## src/rtl/prog_loader.sv

```systemverilog
`timescale 1ns/1ps
// prog_loader: receives a framed, checksummed program byte stream, writes it into
// instruction memory and releases the core. Define LOADER_REBOOT_EN to allow reloading from RUN.
module prog_loader #(
  parameter int IMEM_AW = 10
) (
  input  logic               in_Clk,
  input  logic               in_Rst,
  input  logic [7:0]         in_rx_data,
  input  logic               in_rx_valid,
  output logic               out_rx_ready,
  output logic               out_IM_wr_en,
  output logic [IMEM_AW-1:0] out_IM_addr,
  output logic [31:0]        out_IM_wr_data,
  output logic [63:0]        out_PC,
  output logic               out_load_init_addr,
  output logic               out_core_Rst_N,
  output logic               out_busy,
  output logic               out_error
);

`ifdef LOADER_REBOOT_EN
  localparam bit REBOOT = 1'b1;
`else
  localparam bit REBOOT = 1'b0;
`endif

  localparam logic [7:0]  MAGIC = 8'hA5;
  localparam logic [16:0] CAP   = 17'd1 << IMEM_AW;

  typedef enum logic [2:0] {
    S_IDLE, S_PC, S_LEN, S_DATA, S_CSUM, S_LOAD, S_RUN, S_ERROR
  } state_e;

  state_e             state_q;
  logic [7:0]         sum_q, sum_d;
  logic [2:0]         cnt_q;
  logic [15:0]        widx_q;
  logic [15:0]        n_q, n_d;
  logic [63:0]        pc_q, pc_d;
  logic [23:0]        word_q;
  logic [31:0]        word_d;
  logic               wr_en_q;
  logic [IMEM_AW-1:0] addr_q;
  logic [31:0]        wdata_q;
  logic               accept;
  logic               last_word;
  logic               in_run;

  always_comb begin
    in_run       = (state_q == S_LOAD) || (state_q == S_RUN);
    out_rx_ready = (state_q inside {S_IDLE, S_PC, S_LEN, S_DATA, S_CSUM}) ||
                   (REBOOT && (state_q == S_RUN));
    accept       = in_rx_valid && out_rx_ready;
    sum_d        = sum_q + in_rx_data;
    pc_d         = {in_rx_data, pc_q[63:8]};
    n_d          = {in_rx_data, n_q[7:0]};
    word_d       = {in_rx_data, word_q};
    last_word    = ((widx_q + 16'd1) == n_q);
  end

  assign out_busy           = state_q inside {S_PC, S_LEN, S_DATA, S_CSUM, S_LOAD};
  assign out_error          = (state_q == S_ERROR);
  assign out_core_Rst_N     = in_run;
  assign out_load_init_addr = (state_q == S_LOAD);
  // pc_q is reused as the shift register during collection, so expose it only once loaded.
  assign out_PC             = in_run ? pc_q : 64'd0;
  assign out_IM_wr_en       = wr_en_q;
  assign out_IM_addr        = addr_q;
  assign out_IM_wr_data     = wdata_q;

  always_ff @(posedge in_Clk) begin
    if (in_Rst) begin
      state_q <= S_IDLE;
      sum_q   <= 8'd0;
      cnt_q   <= 3'd0;
      widx_q  <= 16'd0;
      wr_en_q <= 1'b0;
      addr_q  <= '0;
      wdata_q <= 32'd0;
    end else begin
      wr_en_q <= 1'b0;
      case (state_q)
        S_IDLE, S_RUN: begin
          // RUN only accepts bytes when reloading is enabled, via out_rx_ready.
          if (accept && (in_rx_data == MAGIC)) begin
            sum_q   <= 8'd0;
            cnt_q   <= 3'd0;
            widx_q  <= 16'd0;
            state_q <= S_PC;
          end
        end
        S_PC: begin
          if (accept) begin
            pc_q  <= pc_d;
            sum_q <= sum_d;
            cnt_q <= cnt_q + 3'd1;
            if (cnt_q == 3'd7) begin
              cnt_q   <= 3'd0;
              state_q <= (pc_d[1:0] != 2'b00) ? S_ERROR : S_LEN;
            end
          end
        end
        S_LEN: begin
          if (accept) begin
            sum_q <= sum_d;
            if (cnt_q == 3'd0) begin
              n_q[7:0] <= in_rx_data;
              cnt_q    <= 3'd1;
            end else begin
              n_q   <= n_d;
              cnt_q <= 3'd0;
              if ({1'b0, n_d} > CAP)   state_q <= S_ERROR;
              else if (n_d == 16'd0)   state_q <= S_CSUM;
              else                     state_q <= S_DATA;
            end
          end
        end
        S_DATA: begin
          if (accept) begin
            sum_q  <= sum_d;
            word_q <= word_d[31:8];
            cnt_q  <= cnt_q + 3'd1;
            if (cnt_q == 3'd3) begin
              cnt_q   <= 3'd0;
              wr_en_q <= 1'b1;
              addr_q  <= widx_q[IMEM_AW-1:0];
              wdata_q <= word_d;
              widx_q  <= widx_q + 16'd1;
              if (last_word) state_q <= S_CSUM;
            end
          end
        end
        S_CSUM: begin
          if (accept) state_q <= (in_rx_data == sum_q) ? S_LOAD : S_ERROR;
        end
        S_LOAD:  state_q <= S_RUN;
        S_ERROR: state_q <= S_ERROR;
        default: state_q <= S_IDLE;
      endcase
    end
  end

endmodule

```

## config.mk

```make
export PLATFORM = sky130hd
export DESIGN_NAME = prog_loader
export DESIGN_NICKNAME = d
export VERILOG_FILES = /design/src/rtl/prog_loader.sv
export SDC_FILE = /design/constraint.sdc
export NUM_CORES = 1
export LEC_CHECK = 0
export ABC_AREA = 1
export CAP_MARGIN = 0
export CORE_MARGIN = 2
export CORE_UTILIZATION = 50
export CTS_BUF_LIST = sky130_fd_sc_hd__clkbuf_4 sky130_fd_sc_hd__clkbuf_8
export CTS_CLUSTER_DIAMETER = 30
export DETAILED_ROUTE_END_ITERATION = 6
export PLACE_DENSITY = 0.78
export SLEW_MARGIN = 30
export SYNTH_ARGS = -nofsm -noshare
export SYNTH_HDL_FRONTEND = slang
export SYNTH_SLANG_ARGS = --single-unit
export TNS_END_PERCENT = 5
```

## constraint.sdc

```tcl
create_clock -name in_Clk -period 2.9 [get_ports in_Clk]
set_input_delay 0.725 -clock in_Clk [delete_from_list [all_inputs] [get_ports in_Clk]]
set_output_delay 0.725 -clock in_Clk [all_outputs]
set_load 0.05 [all_outputs]
```

==> results by stage <==
Place:
- The setup slack at placement is 93.50 ps.
- After legalization and detailed placement, the total HPWL measured about 12000 um.
- In this run, placement finished with an instance count of between 1000 and 1500.
- Once placement finished, the instance area stood at approximately 9000 sq um.
- At the end of routability-driven placement, the weighted congestion stood at between 0.9 and 1.
- Input and output buffers added on the ports amount to around 120.

Power:
- In this run the power density over the cells is 637.2 nW/um^2.
- In this run the static leakage power is between 4 and 5 nW.
- The largest voltage drop on the vdd net is approximately 0.36 mV.
- The completed layout was analyzed and its total power is ~6 mW.

GRT:
- The number of antenna violations at the first check in global routing is 0.
- Entering global routing, the biggest net connects 65 pins.
- The first global-routing pass estimated 26700 um of wire.
- The number of global-route vias before repair came to 5244.
- The total global routing overflow is 0.
- The aggregate global-route resource usage is 21.24%.

Clock tree:
- Counting along the longest clock path gives a buffer depth of 2.
- The clock net in this run drives a total of between 150 and 200 sinks.
- After clock tree synthesis, the setup repair step added 0 buffers.
- In this run the number of H-tree levels came out at 4.
- The number of buffers added by the clock tree synthesis step is 17.
- The clock reaches the later pin of the worst-skew pair after between 400 and 500 ps.
- Clock-pin slew was measured on the worst setup and hold paths at roughly 100 ps.
- The clock tree from TritonCTS is done.
- After clock tree synthesis, the flow added hold-fix buffers numbering 0.
- The root buffer cell is clkbuf_8.

Synth:
- The area share of the leading cell type in the synthesized netlist is between 40% and 50%.
- The biggest area contributor in the post-synthesis netlist is edfxtp_1.
- The post-synthesis average cell area is approximately 9 sq um.
- Synthesis instantiated 39 different standard cells from the library.
- After synthesis the netlist holds a flip-flop and latch count of roughly 180.
- Summing the sequential cell areas from Yosys gives 59.99% of the chip area.
- Synthesis produced a netlist whose cell count is 846.
- The mapped netlist covers 7642 sq um.
- By area the synthesized netlist is led by edfxtp_1, dfxtp_1, nor2_1, nand2_1, inv_1.
- The number of warning messages in the yosys log is 0.
- Synthesis produced a netlist with a net count of roughly 870.

Detailed routing:
- For this block, the via count after detailed routing is between 5000 and 6000.
- The detailed router finished its first iteration with approximately 460 violations.
- For this block, the routed nets add up to 17100 um of wire.
- The antenna violation net count after detailed routing is 0.
- The routed wire length per instance is 14.43 um.
- The number of iterations in the first detailed-routing pass is 7.
- After detailed routing, the number of remaining DRC violations is 0.
- Dividing the detail-routed via count by the number of cells gives just over 5.

Final layout:
- Summing all non-filler instances in the final layout gives an area of 9440 sq um.
- The utilization after layout is about 63%.
- The finished layout holds 1185 standard cells, fillers aside.
- The layout overhead on the synthesized area is 23.53%.
- After the last flow step, the layout net total stands at 1009.
- After filler insertion, the fill cell instance count of the layout stands at 1282.
- The proportion of layout cells with a drive suffix above 1 is about 15%.
- The antenna diode instance count is 0.

Die:
- Once the floorplan was initialized, standard cells occupied 50.65% of the core.
- The core region area is around 15000 sq um.
- The number of cell rows is 45.
- The die covers 16290 sq um.
- The floorplan step set the die width to about 130 um.
- The top-level port count is between 100 and 150.
- The die is 127.6 um tall.

Flow run:
- The tool flagged a number of max-cap violations equal to 0.

STA:
- The setup violation total in the final timing report is 0.
- The peak clock frequency supported by timing is roughly 360 MHz.
- After layout, the worst setup slack is between 100 and 150 ps.
- The number of max-slew violations in the final report is 0.
- The final worst-path cycle share is between 90 and 100%.
- The sum of negative setup slack is 0 ps.
- The final-report hold violation count is 0.
- The minimum period implied by the final worst setup slack is ~2800 ps.
- In this run the tightest slew margin relative to its limit is 62.07%.
- On the final layout, the worst clock skew is around 13 ps.
- The transition at the pin with the smallest max-transition slack is between 500 and 600 ps.
- The worst hold slack after final layout is 453.7 ps.

Status:
- The flow ran to the end, and the final reports show no timing, DRC or antenna violations.

Worst setup path:
- STA classifies the critical path endpoint as an output pin.
- Data arrives at the worst endpoint at a little over 2000 ps.
- STA classifies the critical path startpoint as a flop.
- The critical path class is flop to output pin.
- The worst endpoint required time is 2170 ps.
- Along the worst path, the maximum fanout reaches between 60 and 70.

Hold path:
- The path class of the lowest-slack min-delay path is flop to flop.
critical path, cell delays in order, from the launching register on:
cell and delay [ps]:
dfxtp_1 450, nor2_1 90, nand2_1 140, nand2_2 110, nor2_2 140, inv_2 60
buf_12 190, nor2_1 150, buf_4 220
cell usage in the layout, fill, tap and decap left out, types with 3 or more instances in the layout:
cell type | synthesis | routed
a21oi_1 | 51 | 51
ha_1 | 13 | 13
buf_12 | 0 | 3
nor2_2 | 2 | 4
nor2_1 | 163 | 161
nor3_1 | 3 | 3
edfxtp_1 | 104 | 104
nand2_1 | 135 | 135
dfxtp_1 | 73 | 73
inv_2 | 4 | 5
nor2_4 | 3 | 3
inv_6 | 0 | 4
nand4_1 | 12 | 12
clkinv_2 | 0 | 3
clkbuf_8 | 0 | 17
xnor2_1 | 3 | 3
nand2_2 | 5 | 5
clkdlybuf4s50_1 | 0 | 53
nand3_1 | 44 | 44
o21ai_0 | 49 | 49
inv_1 | 129 | 128
or2_2 | 4 | 4
buf_4 | 1 | 86
final cells by class:
cell class,count,area [sq um],share of cell area (%)
clock buffer,18,241.5,2.558
tap,188,235.2,2.492
clock inverter,14,151.4,1.604
sequential,177,4584,48.56
multi-input combinational,509,2450,25.95
timing repair buffer,146,1279,13.55
inverter,133,499.2,5.288
timing repair:
action                     in CTS  in global routing
pin swaps                       0                  0
gates cloned                    0                  0
setup endpoints to repair       2                  2
resized for setup               2                  2
where the power goes:
group | internal (mW) | switching (mW)
Sequential | 2.77 | 0.0656
Combinational | 0.411 | 1.06
Clock | 0.790 | 0.920
Total | 3.97 | 2.04
per-layer routing:
metal	share of wire [%]	global-route usage, %
met2	48	34.04
met1	46	29.12
met5	0	0
met4	1.6	7.563
met3	4.8	4.020
final timing paths:
path | from | to | slack (ps) | depth (start not counted)
max reg2reg | widx_q[1] | state_q[0] | 760 | 14
min | pc_q[10] | pc_q[2] | 450 | 0
min reg2reg | pc_q[10] | pc_q[2] | 450 | 0
max | state_q[1] | out_PC[7] | 140 | 8
synthesized netlist by cell type:
cell      number
xor2_1         2
a31oi_1        1
buf_4          1
nor2_1       163
ha_1          13
dfxtp_1       73
o21a_1         1
xnor3_1        1
a21oi_1       51
nor3_4         1
nand3_2        2
o31ai_1        1
nand4_1       12
nor2_4         3
o22ai_1        1
o311ai_0       1
nor2_2         2
or2_2          4
o21bai_2       1
xnor2_1        3
nor2_8         1
edfxtp_1     104
buf_2          7
fa_1           1
nand2_2        5
inv_1        129
or2_1          1
o21ai_0       49
clkbuf_1      19
nand3_1       44
inv_2          4
nor3_1         3
o221ai_1       1
a21o_1         1
o21ai_1        1
nor4_2         1
nand2_1      135
nor4_1         2
nand3b_1       1
cells by family (layout without fill, tap and decap cells):
kind of cell	count (synthesis)	after routing	synth area share, %
xor+xnor	6	6	0.8678
compound gates	109	109	7.449
simple gates	380	380	21.28
flops	177	177	59.99
buf+inv	160	311	8.022
fa+ha+maj	14	14	2.390
sequential cells by signal, indices dropped and copies added, names as in the netlist:
name / cells
word_q: 24
n_q: 16
cnt_q: 3
widx_q: 16
state_q: 3
pc_q: 64
out_IM_addr: 10
out_IM_wr_en: 1
out_IM_wr_data: 32
sum_q: 8
Note: power is estimated with default switching activity, not from simulation.
